`config.mk`:
```
export PLATFORM = sky130hd
export DESIGN_NAME = button_press_decoder
export DESIGN_NICKNAME = d
export VERILOG_FILES = /design/src/rtl/button_press_decoder.sv
export SDC_FILE = /design/constraint.sdc
export NUM_CORES = 1
export LEC_CHECK = 0
export ABC_CLOCK_PERIOD_IN_PS = 2000
export BUFFER_PORTS_ARGS = -buffer_cell sky130_fd_sc_hd__buf_2
export CAP_MARGIN = 20
export CORE_MARGIN = 2
export CORE_UTILIZATION = 40
export DETAILED_ROUTE_END_ITERATION = 8
export PLACE_DENSITY = 0.63
export REMOVE_ABC_BUFFERS = 1
export SETUP_SLACK_MARGIN = 0.2
export SLEW_MARGIN = 20
export SYNTH_ARGS = -nofsm -noshare
export SYNTH_HDL_FRONTEND = slang
export SYNTH_SLANG_ARGS = --single-unit
```
`constraint.sdc`:
```
create_clock -name clk -period 2 [get_ports clk]
set_input_delay 0.1 -clock clk [delete_from_list [all_inputs] [get_ports clk]]
set_output_delay 0.1 -clock clk [all_outputs]
set_load 0.005 [all_outputs]
```
`src/rtl/button_press_decoder.sv`:
```
`default_nettype none
// ============================================================================
// button_press_decoder: synchronises and debounces a raw push-button and emits
// one-cycle press / release / long-press strobes.
// Optional long press: define BTN_LONG_PRESS_EN.
// Revision: 1.0
// ============================================================================
module button_press_decoder #(
    parameter int DEBOUNCE_CYCLES   = 500000,
    parameter int LONG_PRESS_CYCLES = 50000000
) (
    input  logic clk,
    input  logic rst_n,
    input  logic button_raw,
    output logic button_level,
    output logic press_pulse,
    output logic release_pulse,
    output logic long_press_pulse
);

    localparam int             DB_W    = $clog2(DEBOUNCE_CYCLES);
    localparam logic [DB_W-1:0] DB_LAST = DB_W'(DEBOUNCE_CYCLES - 1);

    typedef enum logic [1:0] {
        IDLE         = 2'd0,
        PRESS_WAIT   = 2'd1,
        HELD         = 2'd2,
        RELEASE_WAIT = 2'd3
    } state_t;

    state_t          state;
    logic [1:0]      sync_q;
    logic            btn_s;
    logic [DB_W-1:0] db_cnt;

    always_ff @(posedge clk or negedge rst_n) begin
        if (!rst_n) begin
            sync_q <= 2'b00;
        end else begin
            sync_q <= {sync_q[0], button_raw};
        end
    end

    assign btn_s = sync_q[1];

    always_ff @(posedge clk or negedge rst_n) begin
        if (!rst_n) begin
            state         <= IDLE;
            db_cnt        <= '0;
            button_level  <= 1'b0;
            press_pulse   <= 1'b0;
            release_pulse <= 1'b0;
        end else begin
            press_pulse   <= 1'b0;
            release_pulse <= 1'b0;
            case (state)
                IDLE: begin
                    if (btn_s) begin
                        state  <= PRESS_WAIT;
                        db_cnt <= '0;
                    end
                end
                PRESS_WAIT: begin
                    if (!btn_s) begin
                        state  <= IDLE;
                        db_cnt <= '0;
                    end else if (db_cnt == DB_LAST) begin
                        state        <= HELD;
                        press_pulse  <= 1'b1;
                        button_level <= 1'b1;
                    end else begin
                        db_cnt <= db_cnt + DB_W'(1);
                    end
                end
                HELD: begin
                    if (!btn_s) begin
                        state  <= RELEASE_WAIT;
                        db_cnt <= '0;
                    end
                end
                RELEASE_WAIT: begin
                    if (btn_s) begin
                        state <= HELD;
                    end else if (db_cnt == DB_LAST) begin
                        state         <= IDLE;
                        release_pulse <= 1'b1;
                        button_level  <= 1'b0;
                    end else begin
                        db_cnt <= db_cnt + DB_W'(1);
                    end
                end
                default: begin
                    state <= IDLE;
                end
            endcase
        end
    end

`ifdef BTN_LONG_PRESS_EN
    localparam int               HOLD_W    = $clog2(LONG_PRESS_CYCLES);
    localparam logic [HOLD_W-1:0] HOLD_LAST = HOLD_W'(LONG_PRESS_CYCLES - 1);

    logic [HOLD_W-1:0] hold_cnt;
    logic              long_flag;
    logic              release_now;

    // Suppress a long press on the very edge a release completes.
    assign release_now = (state == RELEASE_WAIT) && !btn_s && (db_cnt == DB_LAST);

    // Hold time keeps running through release bounces so the long press
    // stays exactly LONG_PRESS_CYCLES after the press strobe.
    always_ff @(posedge clk or negedge rst_n) begin
        if (!rst_n) begin
            hold_cnt         <= '0;
            long_flag        <= 1'b0;
            long_press_pulse <= 1'b0;
        end else begin
            long_press_pulse <= 1'b0;
            if (state == PRESS_WAIT) begin
                hold_cnt  <= '0;
                long_flag <= 1'b0;
            end else if (state == HELD || state == RELEASE_WAIT) begin
                if (hold_cnt != HOLD_LAST) begin
                    hold_cnt <= hold_cnt + HOLD_W'(1);
                end
                if (hold_cnt == HOLD_LAST && !long_flag && !release_now) begin
                    long_press_pulse <= 1'b1;
                    long_flag        <= 1'b1;
                end
            end
        end
    end
`else
    assign long_press_pulse = 1'b0;
`endif

endmodule
`default_nettype wire
```
# After elaboration in Yosys (flattened, before gate mapping)
# Index checks and enable logic that the tools add are counted.
# totals
regBits,26
latch_bits,0
mem_bits_rw,0
rom_bits,0
input_bits,3
out_inout_bits,4
word_cells,47
mem_count,0
# classes
addsub,1
mul,0
div_mod_pow,0
magnitude_cmp,0
eq_ne,12
n_shift,0
n_mux,23
bitwise,0
n_reduce_logical,5
# op_table
operator,n
$mux W19,5
$pmux W19 S4,1
$add A19 B1 Y19 const B,1
$eq A19 B19 Y1 const B,1
$mux W2,6
$ne A2 B2 Y1 const B,6
$mux W1,9
$pmux W2 S4,1
$ne A3 B3 Y1 const B,2
$reduce_and A5 Y1,1
$eq A2 B2 Y1 const B,2
$reduce_and A4 Y1,1
$reduce_and A3 Y1,1
$eq A2 B1 Y1 const B,1
$logic_not A2 Y1,1
$pmux W1 S2,1
$reduce_bool A2 Y1,1

# Logic depth before layout (Yosys ltp)
# Gate-level depths: netlist of run 1.
# logic_depth
word_depth,4
mapped_depth,7
depth_no_buf,6

# Worst setup path after synthesis of run 1
# OpenSTA, ideal clock, no wires.
# synth_path
path_type,reg-to-reg
start,register db_cnt[0]
end,register db_cnt[5]
setup_ns,0.083
t_arrival_ns,1.611
t_required_ns,1.917
setup_slack_ns,0.307
stages_incl_launch_ff,8
path_buffers,1
synth_period_minus_slack_ns,1.693
path_cell_list,dfrtp_1 -> ha_1 -> and4_1 -> and3_1 -> buf_2 -> a21bo_1 -> or3_1 -> o21ai_0
# synth_via
elab_chain_cells,4
elab_cells_between_ends,6
cone_classes,add/sub: 1; eq/ne: 1; mux: 4
# synth_rtl
element,line,rtl
from (decl),34,logic [DB_W-1:0] db_cnt;
from (signal assigned),72,db_cnt <= db_cnt + DB_W'(1);
from (signal assigned),89,db_cnt <= db_cnt + DB_W'(1);
$add A19 B1 Y19 or $eq A19 B19 Y1 (tied branches),n/a,
$mux W19 *,"67, 84",
"$mux W19, on equally long branches","82, 64",
$pmux W19 S4 *,56,case (state)
# Mark *: on every way between the ends. The rest lies on a longest branch, timed or not. The select of a mux whose other input is x is not followed.
# A chain may end at the register's enable or synchronous reset.

# Worst setup path in the final report of run 1
# layout_path
start,register db_cnt[1]
end,register db_cnt[5]
# The elaborated chain is that of the path after synthesis.

==> metrics, run 1 <==
relative slew slack 59.81%; DRC 0; Rows 21; DIE HEIGHT 63.87 um; layout cells sized above 1 18.13%; Top FF cell, synth dfrtp_1; Slew Limit Fails 0; r2r startpoint db_cnt[1]$_DFFE_PN0P_; Post-Place Worst Slack 0.08503 ns; die area 0.004079 mm2; GRT Util Overall 16.99%; Post-synth top cells dfrtp_1 (26), nand2_1 (18), o21ai_0 (18), a21oi_1 (13), nand3_1 (10); worst path bufs/invs 1; Sw Pwr 0.0002224 W; Period minus WS final 1.791 ns; Synth Warn # 0; Cells after Synth 161; number of flops mapped to enable cells by yosys 0; RSZ-0062 raised after global routing yes; Worst-Skew Late Latency 0.33 ns; Power Dens Cells 595.8 mW/mm2; critical path endpoint category flip-flop; die boundary width 63.87 um; TritonCTS clock tree built; fin crit share 89.55%; Peak supply drop 0.2514 mV; # diodes 0; first-pass GRT wire length 5.499 mm; Reg power frac 55.1%; dominant cells by area after synthesis dfrtp_1 (45%), o21ai_0 (6.3%), nand2_1 (4.7%), a21oi_1 (4.5%), nand3_1 (3.5%); Seq/Total Area, Yosys 45.38%; CP cell instances ha_4, and4_4, and3_4, buf_2, a21bo_1, or3_1, o21ai_0; vias in the first global route 1153; PortBufs 5; final setup vio count 0; detail-routed via count per cell 6.092; CTS Sinks 26; Setup TNS Final 0 ns; CTS H-tree depth 1; largest family of logic cells by synthesized area simple AND/OR/NAND/NOR gates; dominant cell type by area after synthesis dfrtp_1; count leader, synth dfrtp_1; CP top delay family simple AND/OR/NAND/NOR gates; Top Ports 7; clock buffer count from CTS 3; Fmax 558.3 MHz; area delta synth->final 15.45%; Switching Share 22.55%; Required @ worst endpoint 2.27 ns; Clock power frac 37.6%; Synth Area in Simple Gates 26.18%; pin count of the biggest net entering global routing 27; Setup crit start kind flip-flop; outcome completed; WL/cell 15.74 um; Synth Area in Compound Gates 21.90%; post-synth top area share 45.38%; CP Class flip-flop to flip-flop; post-synthesis adder-cell area fraction 0.8726%; hpwl dp 2.142 mm; CP arrival 2.06 ns; Core ar. 0.003390 mm2; clk buf depth 2; fin nets 176; min setup slack post-route 0.2089 ns; GR Overflow Total 0; Hold Vio Cnt, Final 0; Mapped Avg Cell Area 8.906 um2; Slew @ Worst Pin 0.6028 ns; internal power 0.0007639 W; initial drt markers 115; Post-DRT Antenna Nets 0; crit-path max FO 6; critical path's slowest cell dfrtp_1; Yosys reg bits 26; Synth Area in XOR/XNOR 1.222%; Vias 1322; mux cell area share after synthesis 0%; drt pass-1 iters 4; Mapped Area 0.001434 mm2; Clk pin slew, worst setup/hold paths 0.14 ns; Worst Hold Class primary input to async pin; skew final 0.001584 ns; Worst Setup SP db_cnt[1]$_DFFE_PN0P_; Max-Cap Viols 0; synth unique cells 41; RePlAce Congestion 0.8511; Combinational Power Share 7.3%; final hold slack 0.2842 ns; asr flop ratio synth 100.0%; total wire length 3.415 mm; Starting Density 42.30%; total power 0.0009863 W; worst stage delay on the critical path 0.47 ns; root buffer cell clkbuf_4; P_leak 0.7261 nW; initial antenna violation count 0
-- sequential cells by signal (all words and copies together) (netlist names), named ones only --
register,count
press_pulse,1
db_cnt,19
state,1
sync_q,2
release_pulse,1
button_level,1
-- power by group through the flow --
stage	clock, W	combinational [W]	sequential (W)
4_1_cts	0.000381	0.0000649	0.000541
3_5_place_dp	0	0.0000586	0.000552
5_1_grt	0.000411	0.0000812	0.000545
6_report	0.000370	0.0000721	0.000544
3_3_place_gp	0	0.0000563	0.000551
2_1_floorplan	0	0.0000332	0.000549
-- final timing paths --
kind,endpoint,slack [ns],depth (start not counted)
max reg2reg,db_cnt[5]$_DFFE_PN0P_,0.21,7
min in group clk,sync_q[1]$_DFF_PN0_,0.37,0
max in group asynchronous,async pin,1.28,2
min,db_cnt[9]$_DFFE_PN0P_,0.28,2
max,db_cnt[5]$_DFFE_PN0P_,0.21,7
min reg2reg,sync_q[1]$_DFF_PN0_,0.37,0
-- area by class of cell --
class                           instances  area [um2]
Multi-Input combinational cell        122       774.5
Inverter                                4       15.01
Tap cell                               46       57.56
Sequential cell                        26       653.1
Clock buffer                            3       22.52
Fill cell                             329        1734
Clock inverter                          1       30.03
Timing Repair Buffer                   15       102.6
-- routing by layer --
metal  vias to the layer above  part of all wire [%]  track usage, %
met5                         -                     0               0
met3                         4                   5.0           2.641
met2                        43                    47           25.26
met4                         0                   1.1           6.250
met1                       651                    47           24.80
li1                        624                     -               -
-- through the flow --
stage,instance area (um2),instances,util [%]
after floorplan,1389,152,-
after global placement,1494,206,44.08
after detailed placement,1494,206,44.08
after CTS,1580,213,46.62
after global routing,1655,217,48.84
final,1655,217,48.84
-- cell families (layout without fill, tap and decap cells) --
| kind of cell | count (synthesis) | after routing |
|---|---|---|
| AND/OR/NAND/NOR | 64 | 64 |
| AO/OA/AOI/OAI | 54 | 54 |
| flip-flops | 26 | 26 |
| buffers and inverters | 13 | 23 |
| XOR/XNOR | 2 | 2 |
| adder cells (fa/ha/maj) | 1 | 1 |
| other | 1 | 1 |
-- layout by cell type, fill, tap and decap left out, drive strengths merged, types with 4 or more instances in the layout --
| cell | count |
|---|---|
| dfrtp | 26 |
| nand4 | 7 |
| buf | 13 |
| nand3 | 10 |
| inv | 4 |
| and3 | 5 |
| nand2 | 19 |
| a31oi | 6 |
| o21ai | 23 |
| a21oi | 13 |
-- repair_timing --
action / in CTS / in global routing
setup buffers: 1 / 4
setup endpoints to repair: 9 / 18
gates resized for setup: 3 / 13
pin swaps: 0 / 2
endpoints found under the hold margin: 27 / 0
hold buffers: 2 / 0
Note: power is estimated with default switching activity, not from simulation.
==> run 2: changes to the inputs <==
--- a/config.mk
+++ b/config.mk
@@ -10,6 +10,7 @@
 export CAP_MARGIN = 20
 export CORE_MARGIN = 2
 export CORE_UTILIZATION = 40
+export CTS_BUF_LIST = sky130_fd_sc_hd__clkbuf_2
 export DETAILED_ROUTE_END_ITERATION = 8
 export PLACE_DENSITY = 0.63
 export REMOVE_ABC_BUFFERS = 1
==> run 2 against run 1 <==
  * Clock power shrank 8.4%
  * Combinational power grew 2%
  * Via count grew 0.15%
  * Cell area shrank 0.15%
  * Highest routed layer unchanged
  * Largest power group unchanged
  * Setup slack gained 0.023 ns
==> metrics, run 2 (synthesized netlist as in run 1, its figures left out) <==
fin area 0.001653 mm2 (-0.15%); initial antenna violation count 0 (unchanged); Slew @ Worst Pin 0.6095 ns (+0.006653 ns); fin nets 176 (unchanged); skew final 0.01998 ns (+0.01840 ns); area delta synth->final 15.27%; TritonCTS clock tree built; clock buffer count from CTS 3 (unchanged); P_leak 0.7282 nW (+0.30%); fin crit share 88.40% (-1.2 points); CP Class flip-flop to flip-flop; Setup crit start kind flip-flop; hpwl dp 2.142 mm (unchanged); critical path endpoint category flip-flop; Max-Cap Viols 0 (unchanged); die area 0.004079 mm2 (unchanged); max FFs per register 19 (unchanged); Fmax 565.6 MHz (+1.3%); Worst-Skew Late Latency 0.36 ns (+0.03 ns); Setup TNS Final 0 ns (unchanged); Peak supply drop 0.3300 mV (+31%); root buffer cell clkbuf_2; total power 0.0009551 W (-3.2%); CTS H-tree depth 1 (unchanged); vias in the first global route 1167 (+1.2%); initial drt markers 99 (-14%); CP cell instances ha_2, nand2_1, nor4_4, buf_4, a31oi_1, o21ai_0, o21ai_1; detail-routed via count per cell 6.101 (+0.15%); Regs by FF count db_cnt: 19 flops, sync_q: 2 flops; Rows 21 (unchanged); worst stage delay on the critical path 0.47 ns (about the same); die boundary width 63.87 um (unchanged); Area after DPL 0.001494 mm2 (unchanged); register with the most flip-flops db_cnt; RePlAce Congestion 0.8511 (unchanged); DIE HEIGHT 63.87 um (unchanged); commonest non-fill, non-tap cell in the layout dfrtp_1; Period minus WS final 1.768 ns (-0.02303 ns); critical path's slowest cell dfrtp_1; total wire length 3.404 mm (-0.32%); RSZ-0062 raised after global routing yes; relative slew slack 59.37% (-0.44 points); Worst Hold Class primary input to async pin; Core ar. 0.003390 mm2 (unchanged); clk buf depth 2 (unchanged); Vias 1324 (+0.15%); Required @ worst endpoint 2.27 ns (about the same); layout cells sized above 1 19.88% (+1.8 points); Clk pin slew, worst setup/hold paths 0.27 ns (+0.13 ns); drt pass-1 iters 4 (unchanged); DRC 0 (unchanged); Starting Density 42.30% (unchanged); commonest non-fill, non-tap cells in the layout dfrtp_1 (23), nand2_1 (18), o21ai_0 (18); GRT Util Overall 16.87% (-0.11 points); CP arrival 2.04 ns (-0.02 ns); PortBufs 5 (unchanged); CP top delay family flip-flops; crit-path max FO 8 (+2); first-pass GRT wire length 5.471 mm (-0.51%); Post-DRT Antenna Nets 0 (unchanged); Power Dens Cells 577.9 mW/mm2 (-3.0%); final setup vio count 0 (unchanged); GR Overflow Total 0 (unchanged); worst path bufs/invs 1 (unchanged); Slew Limit Fails 0 (unchanged); # diodes 0 (unchanged); pin count of the biggest net entering global routing 27 (unchanged); CTS Sinks 26 (unchanged); Hold Vio Cnt, Final 0 (unchanged); outcome completed; Top Ports 7 (unchanged); WL/cell 15.69 um (-0.32%)
==> run 2: timing repair <==
action / in CTS / in global routing
buffers inserted: 3 / 1
gates resized for setup: 2 / 15
hold buffers: 2 / 0
endpoints found under the setup margin: 12 / 19
cloned: 0 / 1
endpoints found under the hold margin: 27 / 0
==> run 2: per-layer routing <==
layer	share of wire, %	wire, um	global-route usage [%]	up-vias
li1	-	-	-	622
met1	48	1639	24.58	665
met2	48	1635	25.39	35
met3	3.2	108	2.113	2
met4	0.59	20	6.522	0
met5	0	0	0	-
==> run 2: final cells by class <==
class	instances	area, um2
tap	46	57.56
inverter	4	15.01
fill	325	1737
clock buffer	3	15.01
clock inverter	1	30.03
timing repair buffer	14	97.59
multi-input combinational	123	783.3
sequential	26	654.4
==> run 2: final timing paths <==
check / from / end / slack [ns] / cells after the start
setup / recovery: db_cnt[0]$_DFFE_PN0P_ / db_cnt[14]$_DFFE_PN0P_ / 0.23 / 7
hold / removal: rst_n / db_cnt[3]$_DFFE_PN0P_ / 0.23 / 2
setup reg to reg: db_cnt[0]$_DFFE_PN0P_ / db_cnt[14]$_DFFE_PN0P_ / 0.23 / 7
hold reg to reg: sync_q[0]$_DFF_PN0_ / sync_q[1]$_DFF_PN0_ / 0.39 / 0
max in group asynchronous: rst_n / async pin / 1.35 / 2
min in group clk: button_raw / sync_q[0]$_DFF_PN0_ / 0.35 / 2
==> run 2: report_power, final <==
part | switching (W) | internal [W] | leakage [nW]
Sequential | 0.00000940 | 0.000534 | 0.351
Combinational | 0.0000447 | 0.0000285 | 0.351
Clock | 0.000167 | 0.000172 | 0.0266
Total | 0.000221 | 0.000734 | 0.728
==> run 2: per-stage QoR <==
stage                     hold slack, ns  utilization [%]  worst slack (ns)  cells
final                             0.2252            48.76            0.2319    217
after global routing              0.2363            48.76            0.1385    217
after CTS                         0.2491            46.73            0.2014    215
after detailed placement          0.1479            44.08           0.08503    206
after global placement            0.1291            44.08            0.1742    206
after floorplan                  -0.1956                -            0.3156    152
